<file path="src/rtl/mult_seq_signed.sv">
// Sequential shift-and-add multiplier, signed or unsigned per operation; one product every WIDTH+3 cycles.
// Latency WIDTH+1 cycles from the accept edge to done_o; start_i is only honoured in IDLE, with no queuing.
module mult_seq_signed #(
    parameter int WIDTH = 8
) (
    input  logic                 clk_i,
    input  logic                 rst_i,
    input  logic                 start_i,
    input  logic                 signed_i,
    input  logic [WIDTH-1:0]     a_i,
    input  logic [WIDTH-1:0]     b_i,
    output logic                 busy_o,
    output logic                 done_o,
    output logic [2*WIDTH-1:0]   y_o
);

    localparam int CW = $clog2(WIDTH);
    localparam logic [CW-1:0] LAST = CW'(WIDTH - 1);

    typedef enum logic [1:0] {
        IDLE,
        CALC,
        FIX,
        DONE
    } state_t;

    state_t               state;
    logic [2*WIDTH-1:0]   mcand;
    logic [2*WIDTH-1:0]   acc;
    logic [WIDTH-1:0]     mult;
    logic [CW-1:0]        cnt;
    logic                 neg;

    logic [WIDTH-1:0]     a_mag;
    logic [WIDTH-1:0]     b_mag;
    logic                 neg_in;

    // Magnitudes are WIDTH-bit unsigned, so the most negative operand maps cleanly to 2^(WIDTH-1).
    always_comb begin
        a_mag  = a_i;
        b_mag  = b_i;
        neg_in = 1'b0;
        if (signed_i) begin
            a_mag  = a_i[WIDTH-1] ? -a_i : a_i;
            b_mag  = b_i[WIDTH-1] ? -b_i : b_i;
            neg_in = a_i[WIDTH-1] ^ b_i[WIDTH-1];
        end
    end

    always_ff @(posedge clk_i) begin
        if (rst_i) begin
            state  <= IDLE;
            mcand  <= '0;
            acc    <= '0;
            mult   <= '0;
            cnt    <= '0;
            neg    <= 1'b0;
            y_o    <= '0;
            busy_o <= 1'b0;
            done_o <= 1'b0;
        end else begin
            case (state)
                IDLE: begin
                    if (start_i) begin
                        mcand  <= {{WIDTH{1'b0}}, a_mag};
                        mult   <= b_mag;
                        neg    <= neg_in;
                        acc    <= '0;
                        cnt    <= '0;
                        busy_o <= 1'b1;
                        state  <= CALC;
                    end
                end
                CALC: begin
                    // The accumulator cannot overflow: the magnitude product fits in 2*WIDTH bits.
                    if (mult[0]) begin
                        acc <= acc + mcand;
                    end
                    mcand <= mcand << 1;
                    mult  <= mult >> 1;
                    cnt   <= cnt + 1'b1;
                    if (cnt == LAST) begin
                        state <= FIX;
                    end
                end
                FIX: begin
                    y_o    <= neg ? -acc : acc;
                    busy_o <= 1'b0;
                    done_o <= 1'b1;
                    state  <= DONE;
                end
                DONE: begin
                    done_o <= 1'b0;
                    state  <= IDLE;
                end
                default: begin
                    state <= IDLE;
                end
            endcase
        end
    end

endmodule

</file>
<file path="config.mk">
export PLATFORM = sky130hd
export DESIGN_NAME = mult_seq_signed
export DESIGN_NICKNAME = d
export VERILOG_FILES = /design/src/rtl/mult_seq_signed.sv
export SDC_FILE = /design/constraint.sdc
export NUM_CORES = 1
export LEC_CHECK = 0
export ABC_AREA = 0
export CAP_MARGIN = 10
export CORE_MARGIN = 2
export CORE_UTILIZATION = 45
export CTS_CLUSTER_DIAMETER = 100
export CTS_CLUSTER_SIZE = 40
export DETAILED_ROUTE_END_ITERATION = 8
export GPL_TIMING_DRIVEN = 0
export PLACE_DENSITY = 0.65
export SLEW_MARGIN = 20
export SYNTH_ARGS = -nofsm -noshare
export SYNTH_HDL_FRONTEND = slang
export SYNTH_SLANG_ARGS = --single-unit
export TNS_END_PERCENT = 20
</file>
<file path="constraint.sdc">
create_clock -name clk_i -period 4.18 [get_ports clk_i]
set_input_delay 1.254 -clock clk_i [delete_from_list [all_inputs] [get_ports clk_i]]
set_output_delay 1.254 -clock clk_i [all_outputs]
set_load 0.01 [all_outputs]
</file>
Word level (Yosys, flattened, before mapping)
Index checks and enable logic that the tools add are counted.
{"block": "classes", "mux": 21, "n_addsub": 5, "reduce_logical": 9, "bitwise": 1, "n_eq_ne": 7}
{"cell": "16-bit 2-to-1 mux", "count": 4}
{"cell": "16-bit case mux with 2 select lines", "count": 2}
{"cell": "8-bit 2-to-1 mux", "count": 5}
{"cell": "16-bit adder", "count": 1}
{"cell": "16-bit negation", "count": 1}
{"cell": "8-bit negation", "count": 2}
{"cell": "8-bit case mux with 2 select lines", "count": 1}
{"cell": "2-bit case mux with 4 select lines", "count": 1}
{"cell": "2-bit AND reduction", "count": 4}
{"cell": "2-bit inequality test (second input constant)", "count": 3}
{"cell": "3-bit case mux with 2 select lines", "count": 1}
{"cell": "2-bit nonzero test", "count": 3}
{"cell": "2-bit == test (second input constant)", "count": 2}
{"cell": "2-bit 2-to-1 mux", "count": 2}
{"cell": "1-bit case mux with 2 select lines", "count": 2}
{"cell": "3-bit by 1-bit adder with 3-bit output (second input constant)", "count": 1}
{"cell": "3-bit == test (second input constant)", "count": 1}
{"cell": "3-bit 2-to-1 mux", "count": 1}
{"cell": "3-bit AND reduction", "count": 1}
{"cell": "2-bit by 1-bit == test with 1-bit output (second input constant)", "count": 1}
{"cell": "2-bit zero test", "count": 1}
{"cell": "1-bit 2-to-1 mux", "count": 2}
{"cell": "1-bit bitwise XOR", "count": 1}
{"block": "totals", "output_inout_bits": 18, "input_bits": 20, "reg_bits": 64, "word_cells": 52}

Longest topological paths before layout
Gate-level depths: netlist of the first run.
{"block": "logic_depth", "word_depth": 5, "ltp_mapped": 10, "depth_no_buf": 9}

Least setup slack after synthesis of the first run
No wires, ideal clock.
{"block": "synth_path", "path_kind": "input to register", "from": "input start_i", "to": "register acc[2]", "path_stages": 6, "slack_ps": 1858, "arrival_ps": 2252, "setup_time_ps": 70, "path_cell_list": "nand2_1 > o21ai_4 > o21ai_2 > buf_6 > or4_1 > a21oi_1"}
{"block": "synth_via", "elab_chain_len": 2}
{"element": "from (decl)", "line_no": "8", "rtl": "input logic start_i,"}
{"element": "2-bit inequality test (no line)"}
{"element": "3-bit AND reduction (no line)"}
{"element": "to (signal assigned)", "line_no": "77", "rtl": "acc <= acc + mcand;"}
{"element": "to (decl)", "line_no": "29", "rtl": "logic [2*WIDTH-1:0] acc;"}
No other way between the ends.
A chain may end at the register's enable or synchronous reset.

Final worst setup path of the first run
{"block": "layout_path", "from": "input rst_i", "to": "register mult[4]"}
{"element": "from (decl)", "line_no": "7", "rtl": "input logic rst_i,"}
{"element": "to (signal assigned)", "line_no": "66", "rtl": "mult <= b_mag;"}
{"element": "to (signal assigned)", "line_no": "80", "rtl": "mult <= mult >> 1;"}
{"element": "to (decl)", "line_no": "30", "rtl": "logic [WIDTH-1:0] mult;"}
No word-level cell between the ends.

==> impl_metrics.csv, run 1 <==
group,metric,value,unit
synthesis,synthesis.area,3790,sq um
finish,final_core_util,0.558,
critical_path,path_delay_family,"buffers and inverters",
clocking,ctsLongestPathBuffers,2,
timing,final-setup-viol-count,0,
critical_path,timing.critical_path.arrival,3040,ps
finish,layout-area-overhead-vs-synth,20.3,%
global_route,grt_start_max_net_pins,12,
critical_path,crit_path_top_delay_cell,"sky130_fd_sc_hd__clkdlybuf4s50_1",
worst_hold_path,min_path_type,"reg2reg",
floorplan,chipHeight,95.8,um
global_route,overflow,0,
finish,seqCellArea,1280,sq um
clocking,cts_tree,"done",
synthesis,synth.most_common_cell,"sky130_fd_sc_hd__dfxtp_1",
critical_path,cp_max_fo,10,
outcome,status,"complete, no violations",
place,count_of_buffers_inserted_at_the_top_level_ports,37,
synthesis,syn-num-nets,516,
timing,fin_crit,2840,ps
critical_path,worst_setup_path_start_kind,"input port",
drt,detail_route.wirelength,9540,um
timing,fin_worst_skew,10.2,ps
drt,routed-via-count,3526,
synthesis,seq_cells_post_synth,64,
drt,post_drt_via_cell_ratio,5.61,
synthesis,synth.top_cells.by_area,"sky130_fd_sc_hd__dfxtp_1 (34%), sky130_fd_sc_hd__ha_1 (7.9%), sky130_fd_sc_hd__nor2_1 (5.7%)",
critical_path,timing.critical_path.slowest_cell_delay,590,ps
synthesis,synth_top_flop_cell,"sky130_fd_sc_hd__dfxtp_1",
finish,antennaDiodeCount,0,
synthesis,synthDistinctLibCells,55,
drt,wl_per_cell,15.2,um
clocking,cts_post_setup_buffers_inserted,0,
place,dp.cells,613,
timing,timing_hold_violations_final,0,
timing,grt_setup_unrepaired,"false",
global_route,grt_usage,0.218,
power,ir_drop,0.219,mV
power,p_per_area,548,nW/um^2
synthesis,synth_common_cells,"sky130_fd_sc_hd__dfxtp_1 (64), sky130_fd_sc_hd__nor2_1 (58), sky130_fd_sc_hd__nand2_1 (57), sky130_fd_sc_hd__a21oi_1 (34), sky130_fd_sc_hd__ha_1 (24)",
global_route,wire_length_of_the_first_global_routing_pass,15400,um
timing,max_clock_freq,352,MHz
clocking,cts_buffers,9,
place,gp_congestion,0.887,
finish,final_nets,564,
critical_path,path_class,"in2reg",
synthesis,edff_count_synth,0,
synthesis,post_synth.cell_area_avg,8.05,sq um
critical_path,crit_required,4380,ps
floorplan,floorplan.initialDensity,0.464,
drt,drtAntennaViolNets,0,
finish,instances_no_fill,629,
critical_path,critical_path.endpoint_type,"register",
synthesis,post_synth_inst_count,471,
place,place.detailed.hpwl,7260,um
clocking,root_buffer_cell,"sky130_fd_sc_hd__clkbuf_8",
global_route,grt_pass1_vias,3171,
clocking,quantity_of_hold_fixing_buffers_added_after_cts,0,
job,cap_viol_max_count,0,
drt,first_pass_iters,5,
floorplan,fp.dieArea,9170,sq um
synthesis,synth.yosys.seq_area_share,0.338,
timing,max-slew-margin-rel,0.562,
timing,max_transition_viols_final,0,
drt,first_iter_violations,257,
floorplan,placement_rows,33,
power,p_total,2.50,mW
synthesis,synth.top_cell.area_share,0.338,
clocking,worst_setup_hold_path_clk_slew,70,ps
timing,hold_ws,461,ps
synthesis,yosysWarnings,0,
clocking,number_of_clock_sinks,64,
finish,layout_cell_share_with_drive_strength_beyond_1,0.0477,
floorplan,top_level_ports,38,
floorplan,core_region_area,8180,sq um
finish,total_area_of_multi_input_combinational_cells,2360,sq um
synthesis,asyncSetResetFlopFracSynth,0,
global_route,grt_antenna_before_repair,0,
finish,nFillCells,791,
drt,remaining_drc_errors,0,
critical_path,crit_buf_inv,3,
critical_path,timing.critical_path.cells,"clkdlybuf4s50_1 > clkbuf_1 > buf_1 > a21oi_1",
synthesis,synthDominantAreaCellType,"sky130_fd_sc_hd__dfxtp_1",
power,power.static_leakage,1.81,nW
timing,min_period_over_period,0.679,
timing,worst_slew_pin_slew,653,ps
timing,finalSetupTns,0,ps
clocking,cts-resized-gates,0,
clocking,htree_num_levels,3,
clocking,worstSkewPairLatency,340,ps
floorplan,die_w,95.8,um
-- cell usage in the layout, fill, tap and decap left out, types with 3 or more instances in the layout --
cell type                         synthesis  routed
sky130_fd_sc_hd__clkbuf_8                 0      10
sky130_fd_sc_hd__nor2_1                  58      58
sky130_fd_sc_hd__o41ai_1                  3       3
sky130_fd_sc_hd__a22oi_1                 13      13
sky130_fd_sc_hd__nor3_1                  13      13
sky130_fd_sc_hd__ha_1                    24      24
sky130_fd_sc_hd__nor2b_1                  6       6
sky130_fd_sc_hd__buf_1                    3       3
sky130_fd_sc_hd__inv_1                   13      13
sky130_fd_sc_hd__o21ai_1                 11      11
sky130_fd_sc_hd__xor2_1                  15      15
sky130_fd_sc_hd__or3_1                    9       9
sky130_fd_sc_hd__clkbuf_1                16      16
sky130_fd_sc_hd__o211ai_1                10      10
sky130_fd_sc_hd__dfxtp_1                 64      64
sky130_fd_sc_hd__nand3_1                 11      11
sky130_fd_sc_hd__o21ai_0                 13      13
sky130_fd_sc_hd__a21o_1                   6       6
sky130_fd_sc_hd__a21oi_1                 34      34
sky130_fd_sc_hd__o21a_1                   3       3
sky130_fd_sc_hd__o31ai_1                  4       4
sky130_fd_sc_hd__clkdlybuf4s50_1          0      37
sky130_fd_sc_hd__nand2_1                 57      57
sky130_fd_sc_hd__bufinv_16                0       4
sky130_fd_sc_hd__a211o_1                  4       4
sky130_fd_sc_hd__xnor2_1                 11      11
sky130_fd_sc_hd__mux2i_1                  6       6
sky130_fd_sc_hd__a211oi_1                18      18
sky130_fd_sc_hd__nand4_1                  4       4
sky130_fd_sc_hd__a31oi_1                  5       5
-- final timing paths --
path | startpoint | end | slack [ps] | cells after the start
worst max-delay path | rst_i | mult[4]$_SDFFE_PP0P_ | 1340 | 4
worst min-delay path | mult[5]$_SDFFE_PP0P_ | mult[5]$_SDFFE_PP0P_ | 460 | 2
worst max register to register | acc[2]$_SDFFE_PP0P_ | acc[14]$_SDFFE_PP0P_ | 1830 | 7
worst min register to register | mult[5]$_SDFFE_PP0P_ | mult[5]$_SDFFE_PP0P_ | 460 | 2
-- power breakdown --
group | leakage, nW | total (mW) | switching [mW] | internal [mW]
Combinational | 1.16 | 0.953 | 0.572 | 0.381
Clock | 0.136 | 0.720 | 0.249 | 0.471
Sequential | 0.520 | 0.826 | 0.0911 | 0.735
Total | 1.81 | 2.50 | 0.912 | 1.59
-- area by class of cell --
type	count	share of cell area
flip-flops and latches	64	0.281
multi-input cells	371	0.517
inverters	14	0.0121
clock buffers	10	0.0302
well taps	105	0.0288
clock inverters	6	0.0285
plain buffers	22	0.0214
repair buffers	37	0.0812
-- registers in the layout, indices dropped and copies added (netlist names) --
register  flops
y_o          16
busy_o        1
mcand        16
neg           1
cnt           3
state         2
acc          16
mult          8
done_o        1
-- metrics by stage --
step	cell area, sq um	setup slack, ps
2_1_floorplan	3790	1860
6_report	4560	1340
3_5_place_dp	4290	974
4_1_cts	4560	1330
3_3_place_gp	4290	1040
5_1_grt	4560	1210
-- logic make-up after synthesis --
family | count (synthesis) | share of synthesized area
fa+ha+maj | 25 | 0.0845
buf+inv | 36 | 0.0403
flops | 64 | 0.338
simple gates | 174 | 0.213
compound gates | 140 | 0.249
mux | 6 | 0.0158
xor+xnor | 26 | 0.0601
-- layer usage --
layer  vias up  GRT usage  wire (um)
li1       1799          -          -
met1      1602      0.303       4670
met2       106      0.341       4140
met3        19     0.0321        532
met4         0     0.0857        197
met5         -          0          0
-- tightest hold or removal path: stages (launching register included) --
cell and delay, ps:
sky130_fd_sc_hd__dfxtp_1 320, sky130_fd_sc_hd__nand2_1 50, sky130_fd_sc_hd__a21oi_1 50
Note: power is estimated with default switching activity, not from simulation.
==> run 2, diff against run 1 <==
--- a/config.mk
+++ b/config.mk
@@ -13,7 +13,7 @@
 export CTS_CLUSTER_SIZE = 40
 export DETAILED_ROUTE_END_ITERATION = 8
 export GPL_TIMING_DRIVEN = 0
-export PLACE_DENSITY = 0.65
+export PLACE_DENSITY = 0.68
 export SLEW_MARGIN = 20
 export SYNTH_ARGS = -nofsm -noshare
 export SYNTH_HDL_FRONTEND = slang
==> constraint.sdc (replaced) <==
create_clock -name clk_i -period 2.3 [get_ports clk_i]
set_input_delay 0.69 -clock clk_i [delete_from_list [all_inputs] [get_ports clk_i]]
set_output_delay 0.69 -clock clk_i [all_outputs]
set_load 0.01 [all_outputs]
==> impl_metrics.csv, run 2 (same netlist as run 1, synthesis figures left out) <==
group,metric,value,unit
outcome,status,"complete, no violations",
critical_path,crit_buf_inv,0,
finish,instances_no_fill,629,
drt,routed-via-count,3539,
critical_path,reg2reg_setup_slack,100,ps
floorplan,die_w,95.8,um
floorplan,chipHeight,95.8,um
critical_path,cp_max_fo,6,
timing,fin_crit,2200,ps
worst_hold_path,min_path_cells,2,
clocking,ctsLongestPathBuffers,2,
timing,final-setup-viol-count,0,
finish,total_area_of_multi_input_combinational_cells,2370,sq um
job,cap_viol_max_count,0,
power,ir_drop,0.438,mV
global_route,grt_antenna_before_repair,0,
place,gp_congestion,0.847,
place,count_of_buffers_inserted_at_the_top_level_ports,37,
timing,grt_setup_unrepaired,"false",
clocking,number_of_clock_sinks,64,
floorplan,fp.dieArea,9170,sq um
global_route,grt_pass1_vias,3165,
power,p_per_area,954,nW/um^2
global_route,wire_length_of_the_first_global_routing_pass,15800,um
floorplan,floorplan.initialDensity,0.464,
worst_hold_path,min_path_type,"reg2reg",
critical_path,worst_setup_path_start_kind,"register",
drt,detail_route.wirelength,9580,um
finish,layout-area-overhead-vs-synth,19.7,%
clocking,worstSkewPairLatency,350,ps
power,power.static_leakage,1.79,nW
timing,worst_slew_pin_slew,611,ps
clocking,worst_setup_hold_path_clk_slew,80,ps
critical_path,timing.critical_path.arrival,2440,ps
timing,max_transition_viols_final,0,
critical_path,critical_path.endpoint_type,"register",
clocking,root_buffer_cell,"sky130_fd_sc_hd__clkbuf_8",
drt,drtAntennaViolNets,0,
finish,mostFrequentLayoutCell,"sky130_fd_sc_hd__dfxtp_1",
drt,routed-wl-met2,4250,um
timing,min_period_over_period,0.958,
global_route,grt_usage,0.223,
clocking,cts_tree,"done",
place,dp.cells,613,
timing,max_clock_freq,454,MHz
drt,first_iter_violations,210,
critical_path,path_delay_family,"compound AO/OA/AOI/OAI gates",
global_route,grt_start_max_net_pins,12,
drt,remaining_drc_errors,0,
critical_path,crit_path_top_delay_cell,"sky130_fd_sc_hd__dfxtp_2",
finish,seqCellArea,1290,sq um
timing,fin_worst_skew,5.69,ps
timing,max-slew-margin-rel,0.591,
floorplan,placement_rows,33,
critical_path,crit_required,2540,ps
place,place.detailed.hpwl,7300,um
drt,top_signal_layer_used,"met4",
floorplan,core_region_area,8180,sq um
clocking,quantity_of_hold_fixing_buffers_added_after_cts,0,
critical_path,timing.critical_path.cells,"ha_1 > nor2b_2 > o21a_1 > o21ai_1 > a21oi_2 > or3_1 > a32o_1",
timing,timing_hold_violations_final,0,
clocking,cts_post_setup_buffers_inserted,0,
critical_path,r2r_start,"acc[2]$_SDFFE_PP0P_",
finish,antennaDiodeCount,0,
drt,post_drt_via_cell_ratio,5.63,
critical_path,regToRegEndpoint,"acc[10]$_SDFFE_PP0P_",
worst_hold_path,min-delay-start,"mult[2]$_SDFFE_PP0P_",
drt,m1WireLength,4590,um
floorplan,top_level_ports,38,
finish,final_nets,564,
drt,dr_wl_met3,616,um
clocking,htree_num_levels,3,
finish,largest_registers_ranked_by_flip_flop_count,"acc (16), mcand (16), y_o (16)",
critical_path,path_class,"reg2reg",
worst_hold_path,whs_endpoint,"mult[2]$_SDFFE_PP0P_",
drt,wl_per_cell,15.2,um
global_route,overflow,0,
finish,nFillCells,759,
timing,hold_ws,458,ps
critical_path,timing.critical_path.slowest_cell_delay,420,ps
clocking,cts_buffers,9,
finish,layout_cell_share_with_drive_strength_beyond_1,0.0668,
critical_path,rr_worst_depth,7,
finish,commonest_cells_after_routing_fill_and_taps_aside,"sky130_fd_sc_hd__dfxtp_1 (59), sky130_fd_sc_hd__nor2_1 (58), sky130_fd_sc_hd__nand2_1 (57)",
drt,first_pass_iters,5,
-- run 2: worst max-delay path by stage --
| stage | from | end | slack, ps | cells after the start |
|---|---|---|---|---|
| after floorplan | acc[2]$_SDFFE_PP0P_ | acc[10]$_SDFFE_PP0P_ | 300 | 7 |
| after CTS | acc[0]$_SDFFE_PP0P_ | acc[10]$_SDFFE_PP0P_ | 20 | 9 |
| final | acc[2]$_SDFFE_PP0P_ | acc[10]$_SDFFE_PP0P_ | 100 | 7 |
| after detailed placement | start_i | mcand[9]$_SDFFE_PP0P_ | -290 | 6 |
| after global placement | rst_i | y_o[13]$_SDFFE_PP0P_ | -250 | 4 |
| after global routing | acc[0]$_SDFFE_PP0P_ | acc[10]$_SDFFE_PP0P_ | 10 | 9 |
-- run 2: layout make-up --
class                   instances  area share
clock buffers                  10      0.0303
clock inverters                 6      0.0182
well taps                     105      0.0290
flip-flops and latches         64       0.284
repair buffers                 37      0.0816
plain buffers                  22      0.0215
multi-input cells             371       0.523
inverters                      14      0.0121
-- run 2: repair_timing --
item	CTS	global route
pin swaps	0	1
cloned	0	0
endpoints found under the setup margin	1	16
resized for setup	1	10
-- run 2: power by group --
part           switching (mW)  internal [mW]  total (mW)  leakage, nW
logic                    1.04          0.697        1.74         1.15
clock network           0.459          0.634        1.09        0.112
registers               0.164           1.34        1.50        0.523
-- run 2: per-layer routing --
| metal | track usage | vias up |
|---|---|---|
| li1 | - | 1809 |
| met1 | 0.313 | 1608 |
| met2 | 0.346 | 110 |
| met3 | 0.0399 | 12 |
| met4 | 0.0762 | 0 |
| met5 | 0 | - |
-- run 2: through the flow --
stage           util  setup TNS, ps  power, mW  worst slack (ps)  area (sq um)
6_report       0.555              0       4.33              96.9          4540
4_1_cts        0.552              0       4.33              15.8          4520
5_1_grt        0.555              0       4.63              10.1          4540
3_5_place_dp   0.525          -8900       3.24              -289          4290
3_3_place_gp   0.525          -8520       3.21              -253          4290
2_1_floorplan      -              0       2.65               297          3790
-- run 2: worst reg2reg max path, stage by stage, from the launching register on --
cell and delay, ps:
sky130_fd_sc_hd__dfxtp_2 420, sky130_fd_sc_hd__ha_1 300, sky130_fd_sc_hd__nor2b_2 180, sky130_fd_sc_hd__o21a_1 190, sky130_fd_sc_hd__o21ai_1 280, sky130_fd_sc_hd__a21oi_2 140, sky130_fd_sc_hd__or3_1 330, sky130_fd_sc_hd__a32o_1 260
==> run 3, diff against run 2 <==
--- a/config.mk
+++ b/config.mk
@@ -13,7 +13,7 @@
 export CTS_CLUSTER_SIZE = 40
 export DETAILED_ROUTE_END_ITERATION = 8
 export GPL_TIMING_DRIVEN = 0
-export PLACE_DENSITY = 0.68
+export PLACE_DENSITY = 0.79
 export SLEW_MARGIN = 20
 export SYNTH_ARGS = -nofsm -noshare
 export SYNTH_HDL_FRONTEND = slang
==> impl_metrics.csv, run 3 (same netlist as run 1, synthesis figures left out) <==
group,metric,value,unit
outcome,status,"complete, no violations",
drt,routed-via-count,3597,
drt,drtAntennaViolNets,0,
floorplan,die_w,95.8,um
floorplan,core_region_area,8180,sq um
place,dp.cells,613,
clocking,number_of_clock_sinks,64,
drt,remaining_drc_errors,0,
floorplan,floorplan.initialDensity,0.464,
power,p_per_area,974,nW/um^2
global_route,grt_usage,0.210,
critical_path,timing.critical_path.arrival,2460,ps
clocking,cts_post_setup_buffers_inserted,0,
clocking,root_buffer_cell,"sky130_fd_sc_hd__clkbuf_8",
global_route,wire_length_of_the_first_global_routing_pass,15100,um
drt,detail_route.wirelength,9040,um
finish,commonest_cells_after_routing_fill_and_taps_aside,"sky130_fd_sc_hd__dfxtp_1 (61), sky130_fd_sc_hd__nor2_1 (58), sky130_fd_sc_hd__nand2_1 (57)",
finish,instances_no_fill,629,
floorplan,chipHeight,95.8,um
timing,final-setup-viol-count,0,
global_route,grt_antenna_before_repair,0,
finish,layout-area-overhead-vs-synth,20.5,%
finish,mostFrequentLayoutCell,"sky130_fd_sc_hd__dfxtp_1",
clocking,worstSkewPairLatency,340,ps
drt,post_drt_via_cell_ratio,5.72,
floorplan,fp.dieArea,9170,sq um
critical_path,worst_setup_path_start_kind,"input port",
global_route,overflow,0,
timing,worst_slew_pin_slew,721,ps
clocking,worst_setup_hold_path_clk_slew,70,ps
job,cap_viol_max_count,0,
drt,first_iter_violations,213,
critical_path,crit_required,2560,ps
floorplan,top_level_ports,38,
place,count_of_buffers_inserted_at_the_top_level_ports,37,
power,power.static_leakage,1.81,nW
clocking,cts_tree,"done",
timing,grt_setup_unrepaired,"true",
finish,final_core_util,0.559,
critical_path,critical_path.endpoint_type,"register",
worst_hold_path,min_path_type,"reg2reg",
place,gp_congestion,0.910,
clocking,ctsLongestPathBuffers,2,
critical_path,path_class,"in2reg",
timing,min_period_over_period,0.956,
floorplan,placement_rows,33,
timing,max_clock_freq,455,MHz
finish,layout_cell_share_with_drive_strength_beyond_1,0.0630,
power,p_total,4.45,mW
global_route,grt_pass1_vias,3330,
finish,largest_registers_ranked_by_flip_flop_count,"acc (16), mcand (16), y_o (16)",
finish,final_nets,564,
drt,wl_per_cell,14.4,um
timing,fin_worst_skew,15.2,ps
timing,max-slew-margin-rel,0.518,
place,place.detailed.hpwl,6980,um
power,ir_drop,0.461,mV
timing,timing_hold_violations_final,0,
clocking,cts_buffers,9,
timing,fin_crit,2200,ps
drt,first_pass_iters,5,
finish,antennaDiodeCount,0,
clocking,htree_num_levels,3,
global_route,grt_start_max_net_pins,13,
timing,max_transition_viols_final,0,
critical_path,cp_max_fo,10,
run 3: path summary, 6_finish.rpt:
check                                          start                    to  slack [ps]  depth (start not counted)
worst max register to register   acc[0]$_SDFFE_PP0P_  acc[10]$_SDFFE_PP0P_         110                          9
worst max-delay path                         start_i   acc[2]$_SDFFE_PP0P_         100                          7
worst min-delay path            mult[3]$_SDFFE_PP0P_  mult[3]$_SDFFE_PP0P_         460                          2
worst min register to register  mult[3]$_SDFFE_PP0P_  mult[3]$_SDFFE_PP0P_         460                          2
run 3: stage by stage:
step | area [sq um] | TNS (ps) | setup WS, ps | hold WS, ps
4_1_cts | 4550 | 0 | 22.8 | 455
6_report | 4570 | 0 | 100 | 456
5_1_grt | 4570 | -49.0 | -29.6 | 468
2_1_floorplan | 3790 | 0 | 297 | 432
3_5_place_dp | 4290 | -7110 | -273 | 446
3_3_place_gp | 4290 | -6870 | -232 | 439
run 3: cell type report:
class,count,area [sq um]
Buffer,22,98.8
Inverter,14,55.1
Tap cell,105,131
Fill cell,747,3610
Sequential cell,64,1280
Multi-Input combinational cell,371,2370
Timing Repair Buffer,37,370
Clock buffer,10,138
Clock inverter,6,115
run 3: layer usage:
| layer | vias to the layer above | part of all wire | global-route usage |
|---|---|---|---|
| li1 | 1812 | - | - |
| met1 | 1660 | 0.47 | 0.267 |
| met2 | 113 | 0.47 | 0.358 |
| met3 | 12 | 0.049 | 0.0384 |
| met4 | 0 | 0.015 | 0.0690 |
| met5 | - | 0 | 0 |
run 3: worst max-delay path, stage by stage:
cell and delay (ps):
sky130_fd_sc_hd__clkdlybuf4s50_1 540, sky130_fd_sc_hd__nand2_1 180, sky130_fd_sc_hd__o21ai_4 160, sky130_fd_sc_hd__o21ai_2 120, sky130_fd_sc_hd__buf_6 160, sky130_fd_sc_hd__or4_1 470
sky130_fd_sc_hd__a21oi_1 140
run 3: repair_timing:
item / in CTS / in global routing
pin swaps: 0 / 0
endpoints found under the setup margin: 1 / 16
resized for setup: 1 / 8
gates cloned: 0 / 0
hold buffers: 0 / 0
run 3: power by group:
part           switching [mW]  internal, mW  total, mW
clock network           0.459         0.755       1.21
registers               0.165          1.34       1.50
logic                    1.04         0.698       1.73
total                    1.66          2.79       4.45
